**config.mk**
```make
export PLATFORM = sky130hd
export DESIGN_NAME = arbitro_turnos_flat
export DESIGN_NICKNAME = d
export VERILOG_FILES = /design/src/rtl/arbitro_turnos_pkg.sv /design/src/rtl/arbitro_turnos_if.sv /design/src/rtl/arbitro_turnos_contador_bcd2.sv /design/src/rtl/arbitro_turnos.sv /design/src/flat_wrapper.sv
export SDC_FILE = /design/constraint.sdc
export NUM_CORES = 1
export LEC_CHECK = 0
export CORE_MARGIN = 2
export CORE_UTILIZATION = 45
export CTS_CLUSTER_DIAMETER = 30
export DETAILED_ROUTE_END_ITERATION = 8
export MAX_ROUTING_LAYER = met4
export PLACE_DENSITY = 0.75
export SLEW_MARGIN = 40
export SYNTH_ARGS = -nofsm -noshare
export SYNTH_HDL_FRONTEND = slang
export SYNTH_SLANG_ARGS = --single-unit
```
**constraint.sdc**
```tcl
create_clock -name clock -period 1.7 [get_ports clock]
set_input_delay 0.34 -clock clock [delete_from_list [all_inputs] [get_ports clock]]
set_output_delay 0.34 -clock clock [all_outputs]
set_load 0.03 [all_outputs]
```
**src/rtl/arbitro_turnos_pkg.sv**
```systemverilog
// Shared definitions for the two-player match controller: state codes,
// BCD digit width and the saturating two-digit BCD increment.
package arbitro_turnos_pkg;

    localparam int BCD_W = 4;

    typedef enum logic [3:0] {
        OCIOSO   = 4'd0,
        PREPARA  = 4'd1,
        NOVA     = 4'd2,
        ESPERA   = 4'd3,
        REGISTRA = 4'd4,
        COMPARA  = 4'd5,
        ATUALIZA = 4'd6,
        TROCA    = 4'd7,
        FIM      = 4'd8
    } estado_t;

    // {tens,units} + 1, holding at 99
    function automatic logic [2*BCD_W-1:0] bcd_inc_sat(input logic [2*BCD_W-1:0] v);
        logic [BCD_W-1:0] dez;
        logic [BCD_W-1:0] uni;
        dez = v[2*BCD_W-1:BCD_W];
        uni = v[BCD_W-1:0];
        if (dez == BCD_W'(9) && uni == BCD_W'(9)) begin
            return v;
        end
        if (uni == BCD_W'(9)) begin
            uni = '0;
            dez = dez + BCD_W'(1);
        end else begin
            uni = uni + BCD_W'(1);
        end
        return {dez, uni};
    endfunction

endpackage

```
**src/rtl/arbitro_turnos_if.sv**
```systemverilog
// Player-request and datapath move/control signals of the match controller.
// master = players + datapath side, slave = the arbiter.
interface arbitro_turnos_if;
    logic       jog1_req;
    logic [2:0] jog1_fileira;
    logic [2:0] jog1_coluna;
    logic       jog1_ack;
    logic       jog2_req;
    logic [2:0] jog2_fileira;
    logic [2:0] jog2_coluna;
    logic       jog2_ack;
    logic       acertou;
    logic [2:0] jogadaLinha;
    logic [2:0] jogadaColuna;
    logic       registraR;
    logic       geraNova;
    logic       zeraG;

    modport master (
        output jog1_req, jog1_fileira, jog1_coluna,
        output jog2_req, jog2_fileira, jog2_coluna,
        output acertou,
        input  jog1_ack, jog2_ack,
        input  jogadaLinha, jogadaColuna, registraR, geraNova, zeraG
    );

    modport slave (
        input  jog1_req, jog1_fileira, jog1_coluna,
        input  jog2_req, jog2_fileira, jog2_coluna,
        input  acertou,
        output jog1_ack, jog2_ack,
        output jogadaLinha, jogadaColuna, registraR, geraNova, zeraG
    );
endinterface

```
**src/rtl/arbitro_turnos_contador_bcd2.sv**
```systemverilog
// Two-digit BCD score counter, sync clear over increment, saturating at 99.
// Value updates on the clock edge after clr_i/inc_i; no backpressure.
module contador_bcd2
    import arbitro_turnos_pkg::*;
(
    input  logic                 clock,
    input  logic                 reset,
    input  logic                 clr_i,
    input  logic                 inc_i,
    output logic [2*BCD_W-1:0]   valor_o
);

    logic [2*BCD_W-1:0] valor_q;
    logic [2*BCD_W-1:0] valor_d;

    always_comb begin
        valor_d = valor_q;
        if (clr_i) begin
            valor_d = '0;
        end else if (inc_i) begin
            valor_d = bcd_inc_sat(valor_q);
        end
    end

    always_ff @(posedge clock or negedge reset) begin
        if (!reset) begin
            valor_q <= '0;
        end else begin
            valor_q <= valor_d;
        end
    end

    assign valor_o = valor_q;

endmodule

```
**src/rtl/arbitro_turnos.sv**
```systemverilog
// Two-player turn arbiter: accept->ack 1 cycle, full turn 6 cycles; off-turn requests wait.
// Turn timeout only when ARBITRO_TURNOS_TIMEOUT_EN is defined, otherwise ESPERA waits indefinitely.
module arbitro_turnos
    import arbitro_turnos_pkg::*;
#(
    parameter int TIMEOUT_CICLOS = 5000,
    parameter int RODADAS        = 8
) (
    input  logic                 clock,
    input  logic                 reset,
    input  logic                 iniciar,
    input  logic                 terminar,
    arbitro_turnos_if.slave      bus,
    output logic                 vez,
    output logic [2*BCD_W-1:0]   pontos1,
    output logic [2*BCD_W-1:0]   pontos2,
    output logic                 errou,
    output logic                 fim_partida,
    output logic [3:0]           db_estado
);

    estado_t    estado_q, estado_d;
    logic       vez_q, vez_d;
    logic [3:0] rodada_q, rodada_d;
    logic       hit_q, hit_d;
    logic [2:0] linha_q, linha_d;
    logic [2:0] coluna_q, coluna_d;

    logic       req_vez;
    logic [2:0] fil_vez;
    logic [2:0] col_vez;
    logic       expirou;
    logic       zera_pontos;
    logic       inc1;
    logic       inc2;

    assign req_vez = vez_q ? bus.jog2_req     : bus.jog1_req;
    assign fil_vez = vez_q ? bus.jog2_fileira : bus.jog1_fileira;
    assign col_vez = vez_q ? bus.jog2_coluna  : bus.jog1_coluna;

`ifdef ARBITRO_TURNOS_TIMEOUT_EN
    localparam int TMR_W = $clog2(TIMEOUT_CICLOS);

    logic [TMR_W-1:0] timer_q, timer_d;

    always_comb begin
        timer_d = timer_q;
        if (estado_q == NOVA) begin
            timer_d = '0;
        end else if (estado_q == ESPERA) begin
            timer_d = timer_q + TMR_W'(1);
        end
    end

    always_ff @(posedge clock or negedge reset) begin
        if (!reset) begin
            timer_q <= '0;
        end else begin
            timer_q <= timer_d;
        end
    end

    assign expirou = (timer_q == TMR_W'(TIMEOUT_CICLOS - 1));
`else
    assign expirou = 1'b0;
`endif

    always_comb begin
        estado_d    = estado_q;
        vez_d       = vez_q;
        rodada_d    = rodada_q;
        hit_d       = hit_q;
        linha_d     = linha_q;
        coluna_d    = coluna_q;
        zera_pontos = 1'b0;
        inc1        = 1'b0;
        inc2        = 1'b0;

        // Moore pulses decoded from the current state
        bus.zeraG     = (estado_q == PREPARA);
        bus.geraNova  = (estado_q == NOVA);
        bus.registraR = (estado_q == REGISTRA);
        bus.jog1_ack  = (estado_q == REGISTRA) && !vez_q;
        bus.jog2_ack  = (estado_q == REGISTRA) &&  vez_q;
        errou         = (estado_q == ATUALIZA) && !hit_q;

        if (terminar && estado_q != OCIOSO) begin
            estado_d = FIM;
        end else begin
            case (estado_q)
                OCIOSO: begin
                    if (iniciar) estado_d = PREPARA;
                end
                PREPARA: begin
                    zera_pontos = 1'b1;
                    vez_d       = 1'b0;
                    rodada_d    = '0;
                    estado_d    = NOVA;
                end
                NOVA: begin
                    estado_d = ESPERA;
                end
                ESPERA: begin
                    if (req_vez) begin
                        linha_d  = fil_vez;
                        coluna_d = col_vez;
                        estado_d = REGISTRA;
                    end else if (expirou) begin
                        hit_d    = 1'b0;
                        estado_d = ATUALIZA;
                    end
                end
                REGISTRA: begin
                    estado_d = COMPARA;
                end
                COMPARA: begin
                    hit_d    = bus.acertou;
                    estado_d = ATUALIZA;
                end
                ATUALIZA: begin
                    inc1     = hit_q && !vez_q;
                    inc2     = hit_q &&  vez_q;
                    estado_d = TROCA;
                end
                TROCA: begin
                    if (vez_q && rodada_q == 4'(RODADAS - 1)) begin
                        estado_d = FIM;
                    end else begin
                        if (vez_q) rodada_d = rodada_q + 4'd1;
                        vez_d    = !vez_q;
                        estado_d = NOVA;
                    end
                end
                FIM: begin
                    if (iniciar) estado_d = PREPARA;
                end
                default: begin
                    estado_d = OCIOSO;
                end
            endcase
        end
    end

    always_ff @(posedge clock or negedge reset) begin
        if (!reset) begin
            estado_q <= OCIOSO;
            vez_q    <= 1'b0;
            rodada_q <= '0;
            hit_q    <= 1'b0;
            linha_q  <= '0;
            coluna_q <= '0;
        end else begin
            estado_q <= estado_d;
            vez_q    <= vez_d;
            rodada_q <= rodada_d;
            hit_q    <= hit_d;
            linha_q  <= linha_d;
            coluna_q <= coluna_d;
        end
    end

    contador_bcd2 u_pontos1 (
        .clock   (clock),
        .reset   (reset),
        .clr_i   (zera_pontos),
        .inc_i   (inc1),
        .valor_o (pontos1)
    );

    contador_bcd2 u_pontos2 (
        .clock   (clock),
        .reset   (reset),
        .clr_i   (zera_pontos),
        .inc_i   (inc2),
        .valor_o (pontos2)
    );

    assign bus.jogadaLinha  = linha_q;
    assign bus.jogadaColuna = coluna_q;
    assign vez              = vez_q;
    assign fim_partida      = (estado_q == FIM);
    assign db_estado        = estado_q;

endmodule

```
**src/flat_wrapper.sv**
```systemverilog
// flat-port wrapper written by rule: the top's interface ports become plain ports
module arbitro_turnos_flat import arbitro_turnos_pkg::*;
#(
    parameter int TIMEOUT_CICLOS = 5000,
    parameter int RODADAS        = 8
)
  (clock, reset, iniciar, terminar, vez, pontos1, pontos2, errou, fim_partida, db_estado, bus_jog1_req, bus_jog1_fileira, bus_jog1_coluna, bus_jog2_req, bus_jog2_fileira, bus_jog2_coluna, bus_acertou, bus_jog1_ack, bus_jog2_ack, bus_jogadaLinha, bus_jogadaColuna, bus_registraR, bus_geraNova, bus_zeraG);
  arbitro_turnos_if bus_i ();
  input  logic clock;
  input  logic reset;
  input  logic iniciar;
  input  logic terminar;
  output logic vez;
  output logic [2*BCD_W-1:0] pontos1;
  output logic [2*BCD_W-1:0] pontos2;
  output logic errou;
  output logic fim_partida;
  output logic [3:0] db_estado;
  input wire logic [$bits(bus_i.jog1_req)-1:0] bus_jog1_req;
  input wire logic [$bits(bus_i.jog1_fileira)-1:0] bus_jog1_fileira;
  input wire logic [$bits(bus_i.jog1_coluna)-1:0] bus_jog1_coluna;
  input wire logic [$bits(bus_i.jog2_req)-1:0] bus_jog2_req;
  input wire logic [$bits(bus_i.jog2_fileira)-1:0] bus_jog2_fileira;
  input wire logic [$bits(bus_i.jog2_coluna)-1:0] bus_jog2_coluna;
  input wire logic [$bits(bus_i.acertou)-1:0] bus_acertou;
  output wire logic [$bits(bus_i.jog1_ack)-1:0] bus_jog1_ack;
  output wire logic [$bits(bus_i.jog2_ack)-1:0] bus_jog2_ack;
  output wire logic [$bits(bus_i.jogadaLinha)-1:0] bus_jogadaLinha;
  output wire logic [$bits(bus_i.jogadaColuna)-1:0] bus_jogadaColuna;
  output wire logic [$bits(bus_i.registraR)-1:0] bus_registraR;
  output wire logic [$bits(bus_i.geraNova)-1:0] bus_geraNova;
  output wire logic [$bits(bus_i.zeraG)-1:0] bus_zeraG;
  assign bus_i.jog1_req = bus_jog1_req;
  assign bus_i.jog1_fileira = bus_jog1_fileira;
  assign bus_i.jog1_coluna = bus_jog1_coluna;
  assign bus_i.jog2_req = bus_jog2_req;
  assign bus_i.jog2_fileira = bus_jog2_fileira;
  assign bus_i.jog2_coluna = bus_jog2_coluna;
  assign bus_i.acertou = bus_acertou;
  assign bus_jog1_ack = bus_i.jog1_ack;
  assign bus_jog2_ack = bus_i.jog2_ack;
  assign bus_jogadaLinha = bus_i.jogadaLinha;
  assign bus_jogadaColuna = bus_i.jogadaColuna;
  assign bus_registraR = bus_i.registraR;
  assign bus_geraNova = bus_i.geraNova;
  assign bus_zeraG = bus_i.zeraG;
  arbitro_turnos #(.TIMEOUT_CICLOS(TIMEOUT_CICLOS), .RODADAS(RODADAS)) u_core (.clock(clock), .reset(reset), .iniciar(iniciar), .terminar(terminar), .bus(bus_i), .vez(vez), .pontos1(pontos1), .pontos2(pontos2), .errou(errou), .fim_partida(fim_partida), .db_estado(db_estado));
endmodule
```
==> impl_summary.md, run 1 <==
Status
The flow ran to the end, but the final reports show violations. The checks that failed: setup timing.

Worst setup path
The required time of the critical path is 1.87 ns. The critical path capture point type is a register. The data arrival time of the critical path is 2.03 ns. The maximum fanout count along the critical path is 6.

The path type of the worst setup path is reg -> reg. The worst setup path is launched from a register.

STA
The tightest hold margin is 0.452 ns. The worst-case clock skew is 0.00281 ns. The worst pin sits at a relative slew slack of 68.3%. In the final timing run, aggregate negative setup slack is -0.953 ns. The minimum period implied by the final worst setup slack is 1.86 ns.

The transition time of the tightest slew-check pin is 0.462 ns. The number of setup violations in the final report is 15. The number of hold-slack violations in the final timing report is 0. The total count of max-transition violations in the final report came to 0. The final critical-path setup slack is -0.162 ns. Setup repair after global routing could not meet its margin everywhere.

Timing would allow up to roughly 540 MHz. The post-route clock period utilization is 110%.

Placed design
The detailed placer's ending HPWL is 3460 µm. Once placement finished, the instance area stood at 0.00276 mm². Before CTS, the worst setup slack after placement is -0.398 ns. The congestion estimate from routability-driven global placement came to 0.853.

Input and output buffers added on the ports amount to 52.

Drt
The number of nets with antenna violations after routing is 0. The count of vias placed by the detailed router is roughly 2100. The total length of routed met3 wires is 289 µm. The routed design uses 3180 µm of met2 wire.

Using the TritonRoute via totals, the vias-per-cell ratio works out to 5.75. After detailed routing, the wire length on met1 is around 2500 µm. Dividing the detail-routed wire length by the instance count gives 16.9 µm. The detailed router used layers up to and including met4. The residual DRC count is 0. Summed over all layers, the routed wires come to 6050 µm. Before antenna repair, the detailed router went through 4 iterations. The detailed router finished its first iteration with 156 violations.

Logic synthesis
The synthesized net count is 242. Each instance of the synthesized netlist takes up on average ~9.1 µm². The fraction of post-synthesis cell area in the top cell type by area is 41.0%. The count of distinct cell types in the synthesized netlist is 40. In this run, synthesis produced a sequential element count of 32. By count the netlist is led by sky130_fd_sc_hd__dfrtp_1 (32), sky130_fd_sc_hd__a21oi_1 (25), sky130_fd_sc_hd__nor3_1 (16), sky130_fd_sc_hd__o21ai_0 (16), sky130_fd_sc_hd__nor2_1 (11).

The synthesized design spends more area on one cell type than any other, namely sky130_fd_sc_hd__dfrtp_1. Yosys instantiated no cell more often than sky130_fd_sc_hd__dfrtp_1. Yosys attributes the largest share of cell area to sky130_fd_sc_hd__dfrtp_1 (41%), sky130_fd_sc_hd__a21oi_1 (6.4%), sky130_fd_sc_hd__ha_1 (5.8%). After technology mapping, the gate count stands at between 200 and 250.

The share of the Yosys chip area taken by registers is approximately two fifths. The count of warnings emitted by yosys is 0. The most used flip-flop cell after synthesis is sky130_fd_sc_hd__dfrtp_1. The fraction of registers with async set/reset is 100%. The count of flip-flops with a built-in enable after synthesis is 0. The cell area after synthesis is roughly 0.0020 mm².

Clock tree
Clock tree synthesis found a total of 32 sinks. The count of hold buffers inserted by post-cts repair is 0. TritonCTS built the clock tree. The maximum clock insertion buffer count is 2. At the later pin of the worst-skew pair, clock insertion delay measures about 0.29 ns. The tree is rooted in a sky130_fd_sc_hd__clkbuf_8.

After clock tree synthesis, the clock-pin slew on the worst setup and hold paths is ~0.060 ns. The deepest level of the CTS H-tree is 2. Counting the buffers created by CTS gives 5.

Final layout
The repair_antennas step left the layout with diodes totalling 0. The post-route cell area is 0.00331 mm². The net count of the finished layout is 336. The layout cell share with drive strength beyond 1 is 39.8%.

Relative to the synthesized area, the layout overhead comes to 69.6%.

Pwr
The share of total power in sequential cells is 28.9%. The total power per unit cell area is 1060 mW/mm². VDD sags by at most 1.01 mV.

Of the total power, combinational logic draws 53.7%. The total internal power is 2190 µW. The fraction of power spent switching nets is 37.9%. The analysis attributes to net switching a power of 1340 µW.

The static leakage is between 0.001 and 0.0015 µW. Per report_power, the clock group accounts for between 10% and 20% of the total.

Global route
The number of antenna violations at the first check in global routing is 0. The maximum number of pins on one net before global-route repair is 33. The total overflow reported by the global router is 0. The first global-routing pass estimated 9310 µm of wire. The all-layer global routing usage is 23.8%. The number of global-route vias before repair was 2034.

Floorplanning
From left edge to right edge, the die measures 69.9 µm. The effective utilization at floorplan is a little under half. The die is 69.9 µm tall. For this design the top-level I/O count stands at 53. Row generation in the floorplan step produced 23 rows. The region available for standard cell placement spans 0.00409 mm². The total die area is 0.00488 mm².

Run
The number of maximum-capacitance constraint violations is 0.

Min path
The worst hold path belongs to the class in -> async.
==> final timing paths <==
kind	start	endpoint	slack [ns]	cells past startpoint
min in group clock	terminar	u_core.db_estado[2]$_DFFE_PN0P_	0.50	3
worst max register to register	u_core.db_estado[3]$_DFFE_PN0P_	u_core.u_pontos1.valor_o[7]$_DFFE_PN0P_	-0.16	8
worst max-delay path	u_core.db_estado[3]$_DFFE_PN0P_	u_core.u_pontos1.valor_o[7]$_DFFE_PN0P_	-0.16	8
max in group asynchronous	reset	u_core.db_estado[2]$_DFFE_PN0P_	0.92	2
worst min-delay path	reset	u_core.u_pontos1.valor_o[1]$_DFFE_PN0P_	0.45	2
worst min register to register	u_core.bus.jogadaLinha[1]$_DFFE_PN0P_	u_core.bus.jogadaLinha[1]$_DFFE_PN0P_	0.54	2
==> layout make-up <==
type                    instances  area (µm²)
multi-input cells             159        1330
repair buffers                100         976
flip-flops and latches         32         813
fillers                       255         774
clock buffers                   8        90.1
well taps                      50        62.6
inverters                      10        37.5
==> power by group through the flow <==
| stage | Clock, µW | Sequential (µW) | Combinational [µW] |
|---|---|---|---|
| 2_1_floorplan | 0 | 1250 | 607 |
| 3_3_place_gp | 0 | 1010 | 1330 |
| 4_1_cts | 622 | 999 | 1610 |
| 6_report | 613 | 1020 | 1890 |
| 3_5_place_dp | 0 | 1010 | 1360 |
| 5_1_grt | 646 | 1040 | 2010 |
==> worst max-delay path, cell delays in order, from the launching register on <==
cell                       delay (ns)
sky130_fd_sc_hd__dfrtp_2         0.42
sky130_fd_sc_hd__buf_6           0.12
sky130_fd_sc_hd__nor3b_4         0.29
sky130_fd_sc_hd__buf_4           0.18
sky130_fd_sc_hd__nand3b_4        0.10
sky130_fd_sc_hd__buf_6           0.15
sky130_fd_sc_hd__buf_4           0.14
sky130_fd_sc_hd__o31ai_2         0.23
sky130_fd_sc_hd__a21oi_1         0.09
==> cell usage in the layout, fill, tap and decap left out, types with 3 or more instances in the layout <==
master and count:
sky130_fd_sc_hd__o21ai_0 13, sky130_fd_sc_hd__ha_1 8, sky130_fd_sc_hd__nor2b_1 3, sky130_fd_sc_hd__o31ai_1 3, sky130_fd_sc_hd__buf_6 12, sky130_fd_sc_hd__buf_12 3
sky130_fd_sc_hd__dlymetal6s2s_1 3, sky130_fd_sc_hd__nand2_1 8, sky130_fd_sc_hd__nor2_1 5, sky130_fd_sc_hd__buf_4 37, sky130_fd_sc_hd__a31oi_1 3, sky130_fd_sc_hd__nor3_1 8
sky130_fd_sc_hd__nor2_2 5, sky130_fd_sc_hd__clkdlybuf4s50_1 22, sky130_fd_sc_hd__buf_8 3, sky130_fd_sc_hd__inv_1 10, sky130_fd_sc_hd__and3_1 4, sky130_fd_sc_hd__nand3_1 5
sky130_fd_sc_hd__dfrtp_1 22, sky130_fd_sc_hd__nor3_4 6, sky130_fd_sc_hd__dfrtp_2 10, sky130_fd_sc_hd__clkbuf_8 6, sky130_fd_sc_hd__a21oi_2 11, sky130_fd_sc_hd__dlygate4sd2_1 18
sky130_fd_sc_hd__a21oi_1 14, sky130_fd_sc_hd__or4_4 3, sky130_fd_sc_hd__mux2i_1 9, sky130_fd_sc_hd__or3_1 6, sky130_fd_sc_hd__nand3b_1 4
==> cells by family (layout without fill, tap and decap cells) <==
group                      count (synthesis)  in the layout  synth area share [%]
AOI/OAI and AO/OA                         55             55                  16.0
muxes                                     11             11                  5.77
adders and majority gates                  9              9                  5.77
buffers and inverters                     23            118                  5.25
and+or+nand+nor                           83             83                  25.8
xor gates and xnor gates                   1              1                 0.449
DFF                                       32             32                  41.0
==> state kept, by name, indices dropped and copies added, names as in the netlist <==
signal                    flops
u_core.bus.jogadaLinha        3
u_core.db_estado              4
u_core.u_pontos1.valor_o      8
u_core.hit_q                  1
u_core.rodada_q               4
u_core.vez                    1
u_core.bus.jogadaColuna       3
u_core.u_pontos2.valor_o      8
==> per-layer routing <==
| layer | track usage [%] | vias up |
|---|---|---|
| met3 | 4.91 | 12 |
| met1 | 29.5 | 1019 |
| li1 | - | 970 |
| met4 | 7.48 | 0 |
| met2 | 39.3 | 65 |
| met5 | - | - |
==> metrics by stage <==
step	std cells	total power (µW)	utilization, %
2_1_floorplan	214	1860	-
3_3_place_gp	328	2340	67.5
3_5_place_dp	328	2370	67.5
4_1_cts	351	3230	74.1
5_1_grt	359	3690	81.0
6_report	359	3530	81.0
==> timing repair <==
item                       4_1_cts  5_1_grt
pin swaps                        7       14
gates resized for setup         31       60
setup endpoints to repair       31       35
buffers inserted                14        7
gates cloned                     1        1
Note: power is estimated with default switching activity, not from simulation.
==> run 2, diff against run 1 <==
CORE_UTILIZATION = 35   (was 45)
CTS_CLUSTER_DIAMETER = 80   (was 30)
PLACE_DENSITY = unset   (was 0.75)
==> impl_summary.md, run 2 (synthesis gave the netlist of run 1 again) <==
Status
The flow ran to the end, but the final reports show violations. The checks that failed: setup timing.

Final layout
The number of nets in the finished design is around 340. In the final layout, the share of cells above drive strength 1 is 34.4%. The count of fill cells added during filler insertion is 495. The most common cell after layout, fill and taps aside is sky130_fd_sc_hd__buf_4. The number of antenna diodes in the final layout is 0.

Registers take 812 µm². From synthesis to final layout, the design area changed by 62.7%. With fillers left out, the area of the finished cells amounts to 0.00318 mm².

The top cell types in the final layout, fill and taps aside, are sky130_fd_sc_hd__buf_4 (39), sky130_fd_sc_hd__clkdlybuf4s50_1 (23), sky130_fd_sc_hd__dfrtp_1 (23), sky130_fd_sc_hd__dlygate4sd2_1 (21), sky130_fd_sc_hd__a21oi_1 (19). The fraction of the core area covered by cells at the end of the flow is ~58%. After the flow finishes, the layout carries non-filler instances totaling 380.

The multi-input combinational cells in the finished layout cover a total of 0.00124 mm².

Worst setup path
The maximum fanout count along the critical path is 6. The startpoint identified for the worst register-to-register timing path is u_core.db_estado[3]$_DFFE_PN0P_. Data on the critical path is required at its endpoint by 1.36 ns. STA classifies the critical path startpoint as a register. The setup slack of the worst register-to-register path is -0.03 ns.

The critical path capture point type is a primary output. The worst register-to-register path ends at u_core.u_pontos1.valor_o[0]$_DFFE_PN0P_. The path type of the worst setup path is reg -> out.

The data arrival time of the critical path is 1.41 ns. Counting cells, the worst reg-to-reg path comes to 7.

Drt
The detailed router finished its first iteration with a little under 90 violations. The number of nets with antenna violations after routing is 0. The count of TritonRoute iterations in the first routing pass is 4. The residual DRC count is 0.

The count of vias placed by the detailed router is 1917. The detailed-route wire length per cell is 13.7 µm. After detailed routing, the number of vias per cell comes to between 5 and 6.

The routed wire length is 5200 µm.

STA
The number of hold-slack violations in the final timing report came to 0. The worst-case clock skew is 0.00561 ns. After layout, the worst path uses 103% of the clock period. For the pin with the worst max-slew slack, the measured transition is approximately 0.42 ns. The total count of max-transition violations in the final report was 0. In the final timing run, aggregate negative setup slack is -0.218 ns. For the finished layout, the period the worst path requires is between 1.5 and 2 ns. Derived from the worst setup path, the maximum achievable clock frequency is 570 MHz.

In this run the tightest slew margin relative to its limit is between 70% and 80%. The number of setup violations in the final report is 7. The final critical-path setup slack is -0.0533 ns. Setup repair after global routing could not meet its margin everywhere.

Pwr
The share of total power in sequential cells is 31.5%. The fraction of power consumed by the clock network is 19.3%. Net switching is 37.9% of the power. The largest vdd supply drop is 0.606 mV. Summed over all cells, the static leakage comes to around 0.0014 µW.

Summing internal, switching and leakage power gives approximately 3200 µW. For this design the ratio of total power to cell area is ~1000 mW/mm². In this run the power spent charging and discharging nets is approximately 1200 µW. The proportion of power drawn by combinational gates is roughly half.

The total internal power is just under 2000 µW.

Floorplanning
The y dimension of the die is 78.7 µm. The effective utilization at floorplan is 35.9%. The number of top-level pins is 53.

The area inside the core boundary is 0.00544 mm². In this run the horizontal extent of the chip is around 79 µm. The total number of placement rows is 27. The total die area is 0.00619 mm².

Placed design
The number of placed cells counting well taps is 354. In this run the tool buffered the top-level ports with 52 buffer cells. The detailed placer's ending HPWL is 3630 µm. In this run the cell area measured after placement is 0.00282 mm².

The final weighted congestion in routability-driven placement is approximately 0.8.

Clock tree
In this run the clock root is driven by a sky130_fd_sc_hd__clkbuf_8. The maximum clock insertion buffer count is 2. The number of clock sinks is 32.

The clock tree synthesis step divided the H-tree into 2 levels. The TritonCTS clock tree is done. The number of buffers created by CTS is 5. After clock tree synthesis, the flow added hold-fix buffers numbering 0. The clock network latency to the later pin of the worst-skew pair is 0.28 ns.

After clock tree synthesis, the clock-pin slew on the worst setup and hold paths is 0.07 ns.

Run
The number of maximum-capacitance constraint violations is 0.

Global route
The number of antenna violations at the first check in global routing is 0. The total overflow reported by the global router is 0. Entering global routing, the biggest net connects 33 pins. The wire length of the first global-routing pass is 9080 µm. The all-layer global routing usage is approximately a fifth. The number of global-route vias before repair was approximately 2000.

Min path
The worst hold-check path type is in -> async.
==> run 2: changes by cell type in the layout (fill, tap and decap cells not counted), moves of 2 or more <==
cell	delta
sky130_fd_sc_hd__dlygate4sd2_1	+3
sky130_fd_sc_hd__o21ai_1	+3
sky130_fd_sc_hd__nor2_1	+6
sky130_fd_sc_hd__nor2_2	-5
sky130_fd_sc_hd__buf_6	+2
sky130_fd_sc_hd__a21oi_1	+5
sky130_fd_sc_hd__or4_1	+2
sky130_fd_sc_hd__buf_8	-3
sky130_fd_sc_hd__or4_4	-2
sky130_fd_sc_hd__dlymetal6s2s_1	-3
sky130_fd_sc_hd__buf_4	+2
sky130_fd_sc_hd__a21oi_2	-4
sky130_fd_sc_hd__o21ai_0	-2
==> run 2: layout make-up <==
class	count	share of cell area, %
multi-input combinational	159	39.1
tap	72	2.84
clock buffer	8	2.84
inverter	10	1.18
sequential	32	25.6
timing repair buffer	99	28.5
==> run 2: timing repair <==
action                                 CTS  global route
gates resized for setup                 37            28
setup endpoints to repair               35            32
endpoints found under the hold margin    0             0
setup buffers                           13             6
pin swaps                               12             6
==> run 2: per-layer routing <==
metal | vias up | part of all wire (%) | GRT usage (%)
li1 | 966 | - | -
met1 | 909 | 45 | 24.1
met2 | 33 | 50 | 30.5
met3 | 9 | 3.0 | 3.98
met4 | 0 | 2.0 | 6.49
met5 | - | 0 | -
==> run 2: how the worst max path moves through the flow <==
stage                                          from                                 endpoint  slack [ns]  depth (start not counted)
floorplan           u_core.db_estado[3]$_DFFE_PN0P_                             bus_jog2_ack       -0.14                          4
global placement                           terminar  u_core.u_pontos2.valor_o[7]$_DFFE_PN0P_       -0.34                          5
detailed placement                         terminar  u_core.u_pontos2.valor_o[0]$_DFFE_PN0P_       -0.37                          6
CTS                 u_core.db_estado[3]$_DFFE_PN0P_                             bus_jog2_ack       -0.07                          5
global route        u_core.db_estado[3]$_DFFE_PN0P_  u_core.u_pontos1.valor_o[0]$_DFFE_PN0P_       -0.15                          7
finish              u_core.db_estado[3]$_DFFE_PN0P_                             bus_jog2_ack       -0.05                          5
==> run 2: power by group through the flow <==
stage	Sequential (µW)	Clock, µW	Combinational [µW]
floorplan	1250	0	607
detailed placement	1050	0	1340
global placement	1050	0	1330
CTS	1010	641	1520
finish	1010	616	1570
global route	1030	674	1690
==> run 2: through the flow <==
stage	hold WS, ns	setup WS [ns]
final	0.453	-0.0533
after detailed placement	0.526	-0.374
after CTS	0.469	-0.0731
after global placement	0.513	-0.340
after floorplan	0.0444	-0.138
after global routing	0.522	-0.147
==> run 2: worst max-delay path, stage by stage (launching register included) <==
cell and delay [ns]:
sky130_fd_sc_hd__dfrtp_2 0.41, sky130_fd_sc_hd__buf_6 0.14, sky130_fd_sc_hd__nand2b_4 0.16, sky130_fd_sc_hd__nor3_4 0.13, sky130_fd_sc_hd__and2_4 0.16, sky130_fd_sc_hd__buf_6 0.12
